**config.mk**
```make
export PLATFORM = sky130hd
export DESIGN_NAME = sram_port_ctrl
export DESIGN_NICKNAME = d
export VERILOG_FILES = /design/src/rtl/sram_ctrl_pkg.sv /design/src/rtl/sram_rsp_fifo.sv /design/src/rtl/sram_port_ctrl.sv
export SDC_FILE = /design/constraint.sdc
export NUM_CORES = 1
export LEC_CHECK = 0
export CAP_MARGIN = 20
export CORE_UTILIZATION = 37
export CTS_BUF_LIST = sky130_fd_sc_hd__clkbuf_16
export DETAILED_ROUTE_END_ITERATION = 12
export PLACE_DENSITY = 0.75
export SYNTH_ARGS = -nofsm -noshare
export SYNTH_HDL_FRONTEND = slang
export SYNTH_SLANG_ARGS = --single-unit
```
**constraint.sdc**
```tcl
create_clock -name i_clk -period 6 [get_ports i_clk]
set_input_delay 1.8 -clock i_clk [delete_from_list [all_inputs] [get_ports i_clk]]
set_output_delay 1.8 -clock i_clk [all_outputs]
set_load 0.005 [all_outputs]
```
**src/rtl/sram_ctrl_pkg.sv**
```systemverilog
// rtl/sram_ctrl_pkg.sv - shared widths, state encoding and constants for the SRAM port controller
package sram_ctrl_pkg;

    localparam int DATA_WIDTH_DEF = 16;
    localparam int ADDR_WIDTH_DEF = 11;
    localparam int NUM_WMASKS_DEF = 2;
    localparam int FIFO_DEPTH     = 2;

    // Bit value replicated across the data word during the zero-fill sequence
    localparam logic CLR_FILL = 1'b0;

    typedef enum logic {
        ST_RUN   = 1'b0,
        ST_CLEAR = 1'b1
    } state_t;

endpackage

```
**src/rtl/sram_rsp_fifo.sv**
```systemverilog
// rtl/sram_rsp_fifo.sv - 2-entry in-order read response buffer with occupancy count
module sram_rsp_fifo
    import sram_ctrl_pkg::*;
#(
    parameter int WIDTH = DATA_WIDTH_DEF
) (
    input  logic             i_clk,
    input  logic             i_rst_n,
    input  logic             i_push,
    input  logic [WIDTH-1:0] i_wdata,
    input  logic             i_pop,
    output logic             o_valid,
    output logic [WIDTH-1:0] o_rdata,
    output logic [1:0]       o_count
);

    logic [WIDTH-1:0] r_mem [FIFO_DEPTH];
    logic             r_wr_ptr;
    logic             r_rd_ptr;
    logic [1:0]       r_count;

    // Entries are cleared on reset so the head reads as zero afterwards
    always_ff @(posedge i_clk or negedge i_rst_n) begin
        if (!i_rst_n) begin
            for (int i = 0; i < FIFO_DEPTH; i++) begin
                r_mem[i] <= '0;
            end
            r_wr_ptr <= 1'b0;
            r_rd_ptr <= 1'b0;
            r_count  <= 2'd0;
        end else begin
            if (i_push) begin
                r_mem[r_wr_ptr] <= i_wdata;
                r_wr_ptr        <= ~r_wr_ptr;
            end
            if (i_pop) begin
                r_rd_ptr <= ~r_rd_ptr;
            end
            r_count <= r_count + {1'b0, i_push} - {1'b0, i_pop};
        end
    end

    assign o_valid = (r_count != 2'd0);
    assign o_rdata = r_mem[r_rd_ptr];
    assign o_count = r_count;

endmodule

```
**src/rtl/sram_port_ctrl.sv**
```systemverilog
// rtl/sram_port_ctrl.sv - request/response front end and zero-fill sequencer for a single RW SRAM port
module sram_port_ctrl
    import sram_ctrl_pkg::*;
#(
    parameter int DATA_WIDTH = DATA_WIDTH_DEF,
    parameter int ADDR_WIDTH = ADDR_WIDTH_DEF,
    parameter int NUM_WMASKS = NUM_WMASKS_DEF
) (
    input  logic                  i_clk,
    input  logic                  i_rst_n,
    input  logic                  i_req_valid,
    output logic                  o_req_ready,
    input  logic                  i_req_we,
    input  logic [NUM_WMASKS-1:0] i_req_wmask,
    input  logic [ADDR_WIDTH-1:0] i_req_addr,
    input  logic [DATA_WIDTH-1:0] i_req_wdata,
    output logic                  o_rsp_valid,
    input  logic                  i_rsp_ready,
    output logic [DATA_WIDTH-1:0] o_rsp_rdata,
    input  logic                  i_clr_start,
    output logic                  o_busy,
    output logic                  o_clr_done,
    output logic                  o_sram_csb,
    output logic                  o_sram_web,
    output logic [NUM_WMASKS-1:0] o_sram_wmask,
    output logic [ADDR_WIDTH-1:0] o_sram_addr,
    output logic [DATA_WIDTH-1:0] o_sram_din,
    input  logic [DATA_WIDTH-1:0] i_sram_dout
);

    state_t                r_state;
    state_t                w_state_nxt;
    logic [ADDR_WIDTH-1:0] r_clr_addr;
    logic [ADDR_WIDTH-1:0] w_clr_addr_nxt;
    logic                  r_rd_pend;
    logic                  r_clr_done;
    logic                  w_clr_done_nxt;
    logic                  w_fifo_valid;
    logic [1:0]            w_fifo_count;
    logic                  w_pop;
    logic [2:0]            w_occupancy;
    logic                  w_req_ready;
    logic                  w_accept;

    // Credit: buffered entries plus the read still in the SRAM, less the one leaving now
    assign w_pop       = w_fifo_valid && i_rsp_ready;
    assign w_occupancy = {1'b0, w_fifo_count} + {2'b00, r_rd_pend} - {2'b00, w_pop};
    assign w_req_ready = i_rst_n && (r_state == ST_RUN) && !i_clr_start
                         && (w_occupancy < 3'(FIFO_DEPTH));
    assign w_accept    = i_req_valid && w_req_ready;

    always_comb begin
        w_state_nxt    = r_state;
        w_clr_addr_nxt = r_clr_addr;
        w_clr_done_nxt = 1'b0;
        o_sram_csb     = 1'b1;
        o_sram_web     = 1'b1;
        o_sram_wmask   = '0;
        o_sram_addr    = '0;
        o_sram_din     = '0;
        case (r_state)
            ST_RUN: begin
                if (i_clr_start && !r_rd_pend) begin
                    w_state_nxt = ST_CLEAR;
                end
                if (w_accept) begin
                    o_sram_csb   = 1'b0;
                    o_sram_web   = !i_req_we;
                    o_sram_wmask = i_req_we ? i_req_wmask : '0;
                    o_sram_addr  = i_req_addr;
                    o_sram_din   = i_req_wdata;
                end
            end
            ST_CLEAR: begin
                o_sram_csb     = 1'b0;
                o_sram_web     = 1'b0;
                o_sram_wmask   = '1;
                o_sram_addr    = r_clr_addr;
                o_sram_din     = {DATA_WIDTH{CLR_FILL}};
                w_clr_addr_nxt = r_clr_addr + ADDR_WIDTH'(1);
                if (r_clr_addr == '1) begin
                    w_state_nxt    = ST_RUN;
                    w_clr_addr_nxt = '0;
                    w_clr_done_nxt = 1'b1;
                end
            end
        endcase
    end

    always_ff @(posedge i_clk or negedge i_rst_n) begin
        if (!i_rst_n) begin
            r_state    <= ST_RUN;
            r_clr_addr <= '0;
            r_rd_pend  <= 1'b0;
            r_clr_done <= 1'b0;
        end else begin
            r_state    <= w_state_nxt;
            r_clr_addr <= w_clr_addr_nxt;
            r_rd_pend  <= w_accept && !i_req_we;
            r_clr_done <= w_clr_done_nxt;
        end
    end

    // SRAM dout is valid one cycle after the read was sampled, so capture it then
    sram_rsp_fifo #(
        .WIDTH (DATA_WIDTH)
    ) u_rsp_fifo (
        .i_clk   (i_clk),
        .i_rst_n (i_rst_n),
        .i_push  (r_rd_pend),
        .i_wdata (i_sram_dout),
        .i_pop   (w_pop),
        .o_valid (w_fifo_valid),
        .o_rdata (o_rsp_rdata),
        .o_count (w_fifo_count)
    );

    assign o_req_ready = w_req_ready;
    assign o_rsp_valid = w_fifo_valid;
    assign o_busy      = (r_state == ST_CLEAR);
    assign o_clr_done  = r_clr_done;

endmodule

```
=== Yosys cells after proc, flatten, opt, wreduce, memory -nomap -nowiden ===
Index checks and enable logic that the tools add are counted.

* Flip-flop bits (word level): 50
* Input port bits: 51
* Output and inout bits: 51
* Word-level logic and storage cells: 59

* Add/subtract/negate cells: 5
* $lt $le $gt $ge: 4
* Eq/ne operators: 1
* Muxes and demuxes: 23
* Bitwise operators: 5
* Reductions and logical operators: 12

{| class="wikitable"
|+ Operator list
! cell !! count
|-
| $mux 16 || 5
|-
| $bwmux 32 || 1
|-
| $pmux 16 s2 || 1
|-
| $mux 11 || 2
|-
| $pmux 11 s2 || 1
|-
| $demux 16 s1 || 1
|-
| $add 11x1->11 const B || 1
|-
| $eq 11x11->1 const B || 1
|-
| $logic_and 1x1->1 || 8
|-
| $mux 1 || 6
|-
| $pmux 1 s2 || 3
|-
| $ge 2x2->1 const B || 2
|-
| $mux 2 || 2
|-
| $not 1->2 || 2
|-
| $pmux 2 s2 || 1
|-
| $add 2x1->3 || 1
|-
| $logic_not 1->1 || 3
|-
| $lt 3x2->1 const B || 1
|-
| $not 1->1 || 3
|-
| $sub 3x1->3 || 1
|-
| $add 2x1->2 || 1
|-
| $lt 2x1->1 const B || 1
|-
| $reduce_bool 2->1 || 1
|-
| $sub 2x1->2 || 1
|}

=== Logic depth before layout (Yosys ltp) ===
* Word-level depth: 8
* Mapped depth: 11
* Mapped depth without buffers: 10

=== Cells and area by module ===
From an unflattened synthesis, not the netlist that was laid out.

* Cells, all modules: 207
* Area total of the unflattened synthesis: 2602.5 sq um

{| class="wikitable"
|+ By module, submodules not included
! module !! times used !! cells an instance !! area each (sq um) !! seq. area each (sq um)
|-
| sram_rsp_fifo || 1 || 100 || 1620.3 || 900.9
|-
| sram_port_ctrl || 1 || 107 || 982.2 || 350.3
|}

=== Worst setup path after synthesis ===
OpenSTA, ideal clock, no wires.

* Kind: input-to-output
* From: in i_rsp_ready
* To: out o_sram_addr[10]
* Arrival: 3.666 ns
* Required time: 4.200 ns
* Slack: 0.534 ns
* Cell stages on the path: 10
* Path buffers: 1
* Path through: and2_1 -> ha_1 -> inv_1 -> ha_1 -> inv_1 -> fa_1 -> nand4bb_1 -> nor3b_2 -> buf_2 -> a22o_1

* Longest elaborated chain between the ends: 7

{| class="wikitable"
|+ RTL lines
! element !! RTL line !! text
|-
| start: declaration || sram_port_ctrl.sv:18 || <nowiki>input logic i_rsp_ready,</nowiki>
|-
| $logic_and 1x1->1 || sram_port_ctrl.sv:46 || <nowiki>assign w_pop = w_fifo_valid && i_rsp_ready;</nowiki>
|-
| $sub 3x1->3 || sram_port_ctrl.sv:47 || <nowiki>assign w_occupancy = {1'b0, w_fifo_count} + {2'b00, r_rd_pend} - {2'b00, w_pop};</nowiki>
|-
| $lt 3x2->1 || sram_port_ctrl.sv:49 || <nowiki>&& (w_occupancy < 3'(FIFO_DEPTH));</nowiki>
|-
| $logic_and 1x1->1 || sram_port_ctrl.sv:49 ||
|-
| $logic_and 1x1->1 || sram_port_ctrl.sv:50 || <nowiki>assign w_accept = i_req_valid && w_req_ready;</nowiki>
|-
| $mux 11 || sram_port_ctrl.sv:66 || <nowiki>if (w_accept) begin</nowiki>
|-
| $pmux 11 s2 || sram_port_ctrl.sv:61 || <nowiki>case (r_state)</nowiki>
|-
| end: declaration || sram_port_ctrl.sv:26 || <nowiki>output logic [ADDR_WIDTH-1:0] o_sram_addr,</nowiki>
|}

Every way passes these cells.

=== Worst setup path after layout ===
* From: in i_rsp_ready
* To: out o_sram_addr[7]

* Longest elaborated chain between the ends: 7

{| class="wikitable"
|+ RTL lines
! element !! RTL line !! text
|-
| $logic_and 1x1->1 || sram_port_ctrl.sv:46 ||
|-
| net u_rsp_fifo.i_pop || sram_rsp_fifo.sv:11 || <nowiki>input logic i_pop,</nowiki>
|-
| $sub 3x1->3 || sram_port_ctrl.sv:47 ||
|-
| $lt 3x2->1 || sram_port_ctrl.sv:49 ||
|-
| $logic_and 1x1->1 || sram_port_ctrl.sv:49 ||
|-
| $logic_and 1x1->1 || sram_port_ctrl.sv:50 ||
|-
| $mux 11 || sram_port_ctrl.sv:66 ||
|-
| $pmux 11 s2 || sram_port_ctrl.sv:61 ||
|}

The timed path passes the listed nets, and every way through them passes these cells.

==> flow_summary.json <==
{
  "outcome": "complete, but fails checks",
  "violations": "DRC",
  "clk_latency_ns": 0.28,
  "finalCriticalPeriod_ns": 5.83,
  "drt-total-wl_mm": 6.16,
  "syn_to_final_growth_pct": 52.1,
  "dieArea_um2": 7070,
  "worst-r2r-setup-slack_ns": 3.19,
  "gp_congestion": 0.714,
  "switching_share": 0.294,
  "synth-seq-area-share": 0.502,
  "finalHoldViolations": 0,
  "power_density_nw_per_um2": 282,
  "p_sw_uw": 314,
  "reg2regPathDepth": 13,
  "combPwrFrac": 0.321,
  "crit-reg2reg-launch": "u_rsp_fifo.o_count[1]",
  "critPathLaunchType": "input port",
  "clkTransAtPathRegs_ns": 0.06,
  "synth_cells": 199,
  "diodes": 0,
  "fin_nets": 365,
  "cp_data_required_time_ns": 4.20,
  "synth.distinct_cells": 33,
  "port_buffers": 101,
  "intPower_uw": 754,
  "cap_violations": 0,
  "yosys.area.top_type_share": 0.502,
  "rows": 29,
  "io_pins": 102,
  "leakage_nw": 1.73,
  "drive_gt1_frac": 0.379,
  "cts-hold-fix-buffers": 0,
  "core_um2": 6420,
  "grt_max_degree": 51,
  "power.share.sequential": 0.426,
  "cts.sink_count": 50,
  "fp.dieH_um": 84.1,
  "grt_first_pass_wirelength_mm": 10.4,
  "crit_type": "in2out",
  "finalSetupViolations": 0,
  "cts-buffers-inserted": 5,
  "hpwlAfterDp_mm": 4.17,
  "clkPwrFrac": 0.252,
  "synth_area_leaders": "dfrtp_1 (50%), mux2_2 (22%), and2_1 (4.3%)",
  "max-slew-margin-rel": 0.405,
  "crit_arrival_ns": 4.03,
  "grt.total_usage": 0.188,
  "setup_ws_ns": 0.175,
  "pre_cts_slack_ns": -0.423,
  "rsz0062_at_grt": "false",
  "gr-total-overflow": 0,
  "via_count": 2010,
  "crit_end": "o_sram_addr[7]",
  "cts_tree": "built",
  "period_share": 0.971,
  "hold_path_class": "reg2reg",
  "syn_area_per_cell_um2": 12.5,
  "die_x_um": 84.1,
  "yosysTopAreaCell": "dfrtp_1",
  "grt_pass1_vias": 2150,
  "timing.rr.end": "r_rd_pend",
  "remaining_drc_errors": 6,
  "post_drt_wl_per_cell_um": 15.9,
  "worst-path-max-fanout": 7,
  "maxSlewViolCount": 0,
  "cp-end-kind": "output pin",
  "antenna_found_initial": 0,
  "worstMarginPinSlew_ns": 0.893,
  "start_util": 0.388,
  "cts-root-buf": "clkbuf_16",
  "yosys_warnings": 0,
  "ir_drop_mv": 0.136,
  "crit_start": "i_rsp_ready",
  "via_per_inst": 5.18,
  "fmax_ghz": 0.172,
  "drtIter0Drc": 47,
  "ys_ff_latch": 50,
  "syn_nets": 254,
  "ctsLongestPathBuffers": 2,
  "htree_levels": 2,
  "fillers": 564,
  "firstDrtPassIters": 8,
  "postRouteAntennaNets": 0,
  "finalPower_mw": 1.07,
  "skew_ns": 0.00600,
  "synth_area_um2": 2490
}
## how the worst min path moves through the flow
stage / cells past startpoint / start / endpoint / slack, ns
after floorplan: 1 / u_rsp_fifo.r_wr_ptr / u_rsp_fifo.r_wr_ptr / 0.46
after global placement: 1 / u_rsp_fifo.r_wr_ptr / u_rsp_fifo.r_wr_ptr / 0.48
after global routing: 1 / u_rsp_fifo.r_mem[4] / u_rsp_fifo.r_mem[4] / 0.52
after detailed placement: 1 / u_rsp_fifo.r_wr_ptr / u_rsp_fifo.r_wr_ptr / 0.49
final: 1 / u_rsp_fifo.r_wr_ptr / u_rsp_fifo.r_wr_ptr / 0.49
after CTS: 1 / u_rsp_fifo.r_wr_ptr / u_rsp_fifo.r_wr_ptr / 0.49
## sequential cells by signal (all words and copies together) (netlist names)
| register | flops |
|---|---|
| r_clr_addr | 11 |
| u_rsp_fifo.o_count | 2 |
| o_busy | 1 |
| r_rd_pend | 1 |
| u_rsp_fifo.r_mem | 32 |
| o_clr_done | 1 |
| u_rsp_fifo.r_wr_ptr | 1 |
| u_rsp_fifo.r_rd_ptr | 1 |
## cells in the final DEF (no fill, tap or decap), types with 6 or more instances in the layout
master	Yosys	final
a22o_1	11	11
dfrtp_1	50	50
buf_2	6	18
mux2_2	48	48
nand2_1	7	7
clkdlybuf4s50_1	0	68
xor2_1	6	6
and2_1	17	11
buf_4	0	6
clkbuf_2	1	11
and2_4	0	6
## per-layer routing
| metal | share of wire | GRT usage | routed length (µm) | up-vias |
|---|---|---|---|---|
| met5 | 0 | 0 | 0 | - |
| met4 | 0.012 | 0.0533 | 73 | 0 |
| met3 | 0.064 | 0.0534 | 394 | 7 |
| met2 | 0.51 | 0.332 | 3170 | 92 |
| met1 | 0.41 | 0.222 | 2520 | 990 |
| li1 | - | - | - | 921 |
## cells by family after synthesis
kind of cell             synth area share
multiplexers                        0.221
AO/OA/AOI/OAI                      0.0667
flip-flops                          0.502
buffers and inverters              0.0291
XOR/XNOR                           0.0316
AND/OR/NAND/NOR                     0.127
adder cells (fa/ha/maj)            0.0231
## synth_stat cells
library cell / n
a21oi_1: 3
a21oi_2: 1
a22o_1: 11
a31o_2: 2
and2_1: 17
buf_2: 6
clkbuf_1: 3
clkbuf_2: 1
dfrtp_1: 50
fa_1: 1
ha_1: 3
inv_1: 7
mux2_2: 48
mux2i_1: 1
nand2_1: 7
nand2b_1: 3
nand4_1: 4
nand4_4: 1
nand4bb_1: 1
nor2_1: 4
nor2b_1: 2
nor3_1: 2
nor3b_2: 1
nor4_1: 1
nor4_4: 1
o21ai_0: 3
o22ai_1: 1
o31ai_1: 1
or2_2: 1
or3_1: 2
or4_4: 1
xnor2_1: 3
xor2_1: 6
## area by class of cell
type	instances	area, µm²	area share
inverter	7	26.3	0.00693
tap	77	96.3	0.0254
clock buffer	5	125	0.0330
clock inverter	3	16.3	0.00429
sequential	50	1250	0.330
timing repair buffer	114	1050	0.277
multi-input combinational	132	1220	0.323
## timing repair
action / CTS / global route
setup buffers: 7 / 0
setup endpoints to repair: 31 / 32
cloned: 3 / 0
resized for setup: 118 / 18
pin swaps: 5 / 4
## power by group through the flow
stage	Clock, mW	Sequential [mW]	Combinational, mW
after floorplan	0	0.422	0.189
after global placement	0	0.459	0.338
after detailed placement	0	0.461	0.346
after CTS	0.277	0.455	0.348
after global routing	0.292	0.463	0.375
final	0.270	0.456	0.343
## worst max-delay path: stages
cell             delay [ns]
clkdlybuf4s15_1        0.16
and2_4                 0.14
ha_4                   0.21
inv_2                  0.06
ha_4                   0.12
inv_2                  0.03
fa_1                   0.49
nand4bb_1              0.18
nor3b_4                0.22
buf_6                  0.18
buf_16                 0.13
buf_6                  0.10
a22o_1                 0.11
buf_2                  0.11
## through the flow
stage	std cells	utilization	TNS [ns]	cell area [µm²]	hold WS (ns)
floorplan	199	-	0	2490	0.463
global placement	371	0.559	-10.16	3590	0.476
detailed placement	371	0.559	-12.23	3590	0.486
CTS	389	0.601	0	3860	0.495
global route	388	0.590	0	3790	0.517
finish	388	0.590	0	3790	0.494
Note: power is estimated with default switching activity, not from simulation.
